[src/rtl/div_control_sequencer.sv]
// Control-step sequencer for one instruction fetch followed by a DIV execute.
// Drives the Datapath bus-drive/load strobes, one-hot GPR select and ALU op.
module div_control_sequencer #(
  parameter logic [4:0]  DIV_OP     = 5'b01111,
  parameter int unsigned DIV_CYCLES = 4
) (
  input  logic        clk,
  input  logic        Clear,
  input  logic        start,
  input  logic        mem_ready,
  input  logic [31:0] IR_q,
  output logic        PCout,
  output logic        Zlowout,
  output logic        Zhiout,
  output logic        MDRout,
  output logic        MARin,
  output logic        PCin,
  output logic        IncPC,
  output logic        Read,
  output logic        MDRin,
  output logic        IRin,
  output logic        Yin,
  output logic        Zin,
  output logic        LOin,
  output logic        HIin,
  output logic [15:0] Rout,
  output logic [4:0]  IRout,
  output logic        busy,
  output logic        done,
  output logic        illegal
);

  localparam int unsigned CNT_W    = 4;
  localparam int unsigned REG_W    = 4;
  localparam logic [CNT_W-1:0] CNT_LAST = CNT_W'(DIV_CYCLES - 1);

  typedef enum logic [3:0] {
    S_IDLE = 4'd0,
    S_T0   = 4'd1,
    S_T1   = 4'd2,
    S_T2   = 4'd3,
    S_T3   = 4'd4,
    S_T4   = 4'd5,
    S_T5   = 4'd6,
    S_T6   = 4'd7,
    S_DONE = 4'd8,
    S_ILL  = 4'd9
  } state_t;

  state_t             state_q, state_d;
  logic [CNT_W-1:0]   count_q, count_d;
  logic [REG_W-1:0]   rb_q, rb_d;

  logic               op_legal_c;
  logic [REG_W-1:0]   ra_c;
  logic               unused_ir_bits;

  assign op_legal_c     = (IR_q[31:27] == DIV_OP);
  assign ra_c           = IR_q[26:23];
  assign unused_ir_bits = ^IR_q[18:0];

  // State, divide wait counter and latched Rb field
  always_ff @(posedge clk) begin
    if (Clear) begin
      state_q <= S_IDLE;
      count_q <= '0;
      rb_q    <= '0;
    end else begin
      state_q <= state_d;
      count_q <= count_d;
      rb_q    <= rb_d;
    end
  end

  // Next-state logic; count is cleared outside T4 so it always enters at 0
  always_comb begin
    state_d = state_q;
    count_d = '0;
    rb_d    = rb_q;
    unique case (state_q)
      S_IDLE: if (start) state_d = S_T0;
      S_T0:   state_d = S_T1;
      S_T1:   if (mem_ready) state_d = S_T2;
      S_T2:   state_d = S_T3;
      S_T3: begin
        if (op_legal_c) begin
          state_d = S_T4;
          rb_d    = IR_q[22:19];
        end else begin
          state_d = S_ILL;
        end
      end
      S_T4: begin
        if (count_q == CNT_LAST) begin
          state_d = S_T5;
          count_d = count_q;
        end else if (count_q < CNT_LAST) begin
          count_d = count_q + CNT_W'(1);
        end else begin
          count_d = count_q;
        end
      end
      S_T5:   state_d = S_T6;
      S_T6:   state_d = S_DONE;
      S_DONE: state_d = S_IDLE;
      S_ILL:  state_d = S_IDLE;
      default: state_d = S_IDLE;
    endcase
  end

  // Output decode; PCin is qualified by mem_ready so PC loads once per fetch,
  // and the T3 select/Yin depend on the freshly loaded IR opcode and Ra
  always_comb begin
    PCout   = 1'b0;
    Zlowout = 1'b0;
    Zhiout  = 1'b0;
    MDRout  = 1'b0;
    MARin   = 1'b0;
    PCin    = 1'b0;
    IncPC   = 1'b0;
    Read    = 1'b0;
    MDRin   = 1'b0;
    IRin    = 1'b0;
    Yin     = 1'b0;
    Zin     = 1'b0;
    LOin    = 1'b0;
    HIin    = 1'b0;
    Rout    = '0;
    IRout   = '0;
    busy    = (state_q != S_IDLE);
    done    = 1'b0;
    illegal = 1'b0;
    unique case (state_q)
      S_T0: begin
        PCout = 1'b1;
        MARin = 1'b1;
        IncPC = 1'b1;
        Zin   = 1'b1;
      end
      S_T1: begin
        Zlowout = 1'b1;
        Read    = 1'b1;
        MDRin   = 1'b1;
        PCin    = mem_ready;
      end
      S_T2: begin
        MDRout = 1'b1;
        IRin   = 1'b1;
      end
      S_T3: begin
        if (op_legal_c) begin
          Rout = 16'(1) << ra_c;
          Yin  = 1'b1;
        end
      end
      S_T4: begin
        Rout  = 16'(1) << rb_q;
        IRout = DIV_OP;
        Zin   = (count_q == CNT_LAST);
      end
      S_T5: begin
        Zlowout = 1'b1;
        LOin    = 1'b1;
      end
      S_T6: begin
        Zhiout = 1'b1;
        HIin   = 1'b1;
      end
      S_DONE: done    = 1'b1;
      S_ILL:  illegal = 1'b1;
      default: ;
    endcase
  end

endmodule

[config.mk]
export PLATFORM = sky130hd
export DESIGN_NAME = div_control_sequencer
export DESIGN_NICKNAME = d
export VERILOG_FILES = /design/src/rtl/div_control_sequencer.sv
export SDC_FILE = /design/constraint.sdc
export NUM_CORES = 1
export LEC_CHECK = 0
export CAP_MARGIN = 5
export CORE_MARGIN = 2
export CORE_UTILIZATION = 33
export CTS_CLUSTER_SIZE = 25
export DETAILED_ROUTE_END_ITERATION = 16
export HOLD_SLACK_MARGIN = 0.06
export MAX_ROUTING_LAYER = met4
export PLACE_DENSITY = 0.79
export SYNTH_ARGS = -nofsm -noshare
export SYNTH_HDL_FRONTEND = slang
export SYNTH_SLANG_ARGS = --single-unit
export TNS_END_PERCENT = 50
[constraint.sdc]
create_clock -name clk -period 2.21 [get_ports clk]
set_clock_uncertainty 0.2 [all_clocks]
set_input_delay 0.442 -clock clk [delete_from_list [all_inputs] [get_ports clk]]
set_output_delay 0.442 -clock clk [all_outputs]
set_load 0.05 [all_outputs]
### Word level (Yosys, flattened, before mapping)

Index checks and enable logic that the tools add are counted.

* bits in registers: 12
* input port bits: 36
* word-level logic and storage cells: 50

* shifts and indexed selects: 2
* muxes and demuxes: 20
* magnitude comparators: 1
* reductions and logical operators: 7
* add/sub/neg operators: 1
* equal/unequal tests: 14
* bitwise logic cells: 2

Operators by type and width (count)
* one-hot mux 16 bit (2 select lines): 1
* one-hot mux 4 bit (8 select lines): 1
* left shift 1 x 4 -> 16 bit (first input constant): 2
* two-way mux 4 bit: 5
* equality test 4 x 3 -> 1 bit (second input constant): 4
* two-way mux 16 bit: 1
* equality test 4 x 2 -> 1 bit (second input constant): 3
* two-way mux 1 bit: 11
* equality test 4 bit (second input constant): 2
* != test 2 bit (second input constant): 3
* equality test 5 x 4 -> 1 bit (second input constant): 1
* adder 4 x 1 -> 4 bit (second input constant): 1
* equality test 4 x 1 -> 1 bit (second input constant): 1
* logical NOT 4 bit: 1
* less-than comparator 4 x 2 -> 1 bit (second input constant): 1
* AND reduction 2 bit: 2
* nonzero test 4 bit: 1
* OR reduction 2 bit: 2
* AND reduction 3 bit: 1
* inverter 1 bit: 2
* one-hot mux 1 bit (2 select lines): 1

### Depth between registers and ports, before layout

* depth after elaboration: 3
* depth in mapped cells: 5

### Least setup slack after synthesis

Ideal clock, no wire load.

* path type: register to output
* start point: reg state_q[1]
* end point: out PCin
* path slack: -719 ps
* data arrival time: 2287 ps
* required time: 1568 ps
* path buffers: 1
* cell stages (with the launch flop): 5
* path through: dfxtp_1 -> buf_2 -> nand2b_1 -> nor3_1 -> and2_1

* cells in the longest elaborated chain, start to end: 2

RTL lines
* from (decl): RTL line 50 `state_t state_q, state_d;`
* from (signal assigned): RTL line 69 `state_q <= state_d;`
* equality test 4 x 2 -> 1 bit: RTL line 133 `unique case (state_q)`
* two-way mux 1 bit: RTL line 133
* to (decl): RTL line 17 `output logic PCin,`

Every way passes these cells.

### Worst setup path after layout

* start point: reg state_q[3]
* end point: out Rout[10]

* cells in the longest elaborated chain, start to end: 2
* elaborated cells between the ends (all ways): 3
* classes of those cells: 2 x eq/ne; 1 x mux

RTL lines
* equality test 4 x 3 -> 1 bit: RTL line 133
* one-hot mux 16 bit (2 select lines) (*): RTL line 133
* to (decl): RTL line 26 `output logic [15:0] Rout,`

Mark *: on every way between the ends. The rest lies on a longest branch, timed or not.

==> results by group <==
Status
  • Run status: finished, violations left
  • Failing checks: setup timing

Clock network
  • Hold buffer count at CTS: 0
  • Inserted Clock Buffers: 3
  • Clk sinks: 12
  • H-tree depth: 1
  • CTS tree: yes
  • Worst-path clk slew: 0.09 ns
  • Skew-Pair Late Insertion Delay: 0.28 ns
  • CTS max path bufs: 2
  • CTS Root Cell: clkbuf_4

Setup path
  • Worst r2r src: state_q[3]
  • Crit path DAT: 1.90 ns
  • Worst-path fanout max: 4
  • Setup crit start: state_q[3]
  • WP data required: 1.57 ns
  • Reg-to-reg endpoint: count_q[2]
  • R2R depth: 7
  • Worst Setup Start Kind: register
  • Setup Crit Path Kind: reg -> out
  • Internal reg-to-reg setup slack: 0.31 ns
  • Crit path capture type: primary output

Timing
  • Final Slew Violations: 0
  • Tcrit/Tclk final: 1.148
  • Final Critical Period: 2.538 ns
  • Max_slew headroom: 0.6390
  • Setup violators final: 28
  • RSZ-0062 raised after global routing: true
  • Fin Setup TNS: -4.877 ns
  • Worst-Margin Slew: 0.5414 ns
  • Final Hold Fails: 0
  • Peak Freq: 394.1 MHz
  • Fin worst setup slack: -0.3276 ns

Detailed routing
  • Drt initial violations: 68
  • WL/cell: 22.80 µm
  • Vias: 1,300
  • Post-Route WL: 4.994 mm
  • Via-per-instance ratio: 5.936
  • Drt pass-1 iters: 4
  • Final ANT Viol Nets: 0
  • Drt drc: 0

Worst hold path
  • HP Start: count_q[3]
  • Hold endpoint: count_q[3]
  • Type of the most critical hold path: reg -> reg
  • Hold depth: 1

Layout
  • Multi-input gate area: 908.4 µm²
  • FILL cells: 140
  • Layout cells sized above 1: 0.5851
  • Layout Area Growth over Synthesis: 141.0%
  • Layout Cells excl Fill: 219
  • Final core occ: 0.8412
  • Layout Nets: 226
  • Register Area: 245.2 µm²
  • N_diodes: 0

Logic synthesis
  • Flops & latches, synth: 12
  • Yosys warning total: 0
  • Yosys cell types: 34
  • Most frequent cell after synthesis: o22ai_1
  • Count of flip-flops with a built-in enable after synthesis: 0
  • Syn avg cell area: 7.894 µm²
  • Seq/Total Area, Yosys: 0.2474
  • Net Count, Synth: 160
  • Synth Flop Type: dfxtp_1
  • Synth top area cells: dfxtp_1, o22ai_1, nand2b_1, buf_4, mux2i_1
  • Synth cell count leaders: o22ai_1, nand2b_1, dfxtp_1, buf_4, nor2_1
  • Post-Syn Area: 970.9 µm²
  • Post-synth ARST share: 0
  • Yosys top cell by area: dfxtp_1
  • Post-Synthesis Cells: 123
  • Share of the synthesized area in the top cell type: 0.2474

Global route
  • Pin count of the biggest net entering global routing: 14
  • Vias in the first global route: 1,334
  • First-pass GRT wire length: 6.900 mm
  • Initial antenna violation count: 0
  • Total track usage: 0.2766
  • Gr ovfl total: 0

Power
  • Sw power: 286.3 µW
  • Cell Pwr Density: 330.5 nW/µm²
  • Peak VDD IR: 0.0004506 V
  • Int Power: 487.1 µW
  • Leakage power: 0.0008440 µW
  • Net switching share of the total power: 0.3702
  • Combinational Power Share: 0.466
  • Clock power share: 0.237
  • Seq pwr share: 0.297
  • Final Power: 773.3 µW

Floorplanning
  • Floorplan row count: 19
  • Full die area: 3392 µm²
  • Starting density of the core: 0.3491
  • Core Area: 2781 µm²
  • Die W: 58.24 µm
  • Chip Height: 58.24 µm
  • I/O pins: 74

Run
  • Max_cap viols: 0

Placed design
  • Place WS: -0.3013 ns
  • IO Port Bufs: 53
  • # placed instances: 206
  • GP Congestion: 0.7798
  • Post-DP HPWL: 2.887 mm
-- state kept, by name, indices dropped and copies added, names as in the netlist --
name and flops:
count_q 4, state_q 4, rb_q 4
-- routing by layer --
metal,routed length (µm),GRT usage,up-vias
met5,0,-,-
met4,357,0.1395,0
met3,233,0.02679,28
met2,2607,0.4740,62
met1,1796,0.3197,646
li1,-,-,564
-- layout by cell type (no fill, tap or decap), types with 5 or more instances in the layout --
cell type and instances:
nor2_1 5, buf_12 37, nand2b_1 12, buf_6 8, nand2_1 6, dfxtp_1 8
mux2i_1 5, dlygate4sd2_1 6, o22ai_4 16, buf_4 17, clkdlybuf4s50_1 10
-- what timing repair did --
| action | 4_1_cts | 5_1_grt |
|---|---|---|
| resized for setup | 25 | 16 |
| setup endpoints to repair | 20 | 31 |
| buffers inserted | 5 | 4 |
| pin swaps | 8 | 5 |
-- power by group through the flow --
stage / combinational, µW / sequential [µW] / clock (µW)
3_3_place_gp: 318 / 230 / 0
6_report: 361 / 229 / 183
4_1_cts: 332 / 226 / 179
3_5_place_dp: 326 / 230 / 0
5_1_grt: 371 / 229 / 195
2_1_floorplan: 178 / 228 / 0
-- per-stage QoR --
step / hold WS [ns] / instance area [µm²]
3_5_place_dp: 0.2641 / 2103
3_3_place_gp: 0.2608 / 2103
5_1_grt: 0.3095 / 2340
2_1_floorplan: 0.2460 / 1169
4_1_cts: 0.2932 / 2248
6_report: 0.2938 / 2340
-- worst max-delay path, stage by stage, from the launching register on --
cell and delay, ns:
dfxtp_2 0.36, and4bb_2 0.37, buf_4 0.14, buf_6 0.10, nand3b_1 0.12, buf_6 0.18, o22ai_4 0.18, buf_12 0.16
-- final cells by class --
type	instances	share of cell area
tap	31	0.01658
multi-input combinational	94	0.3882
clock buffer	4	0.01551
timing repair buffer	78	0.4749
sequential	12	0.1048
-- kinds of logic (layout without fill, tap and decap cells) --
| logic type | after synthesis | in the layout | share of synthesized area |
|---|---|---|---|
| simple gates | 61 | 61 | 0.3879 |
| fa+ha+maj | 1 | 1 | 0.01288 |
| mux | 6 | 6 | 0.06315 |
| other cells | 1 | 1 | 0.003862 |
| compound gates | 23 | 23 | 0.1495 |
| buf+inv | 17 | 82 | 0.1173 |
| xor+xnor | 2 | 2 | 0.01804 |
| flops | 12 | 12 | 0.2474 |
-- how the worst max path moves through the flow --
stage               end  slack (ns)  cells past startpoint
4_1_cts         Rout[3]       -0.27                      4
3_5_place_dp   Rout[12]       -0.30                      6
2_1_floorplan       Zin       -0.12                      3
5_1_grt        Rout[10]       -0.34                      7
6_report       Rout[10]       -0.33                      7
3_3_place_gp    Rout[5]       -0.26                      6
Power figures use the tool's default switching activity.
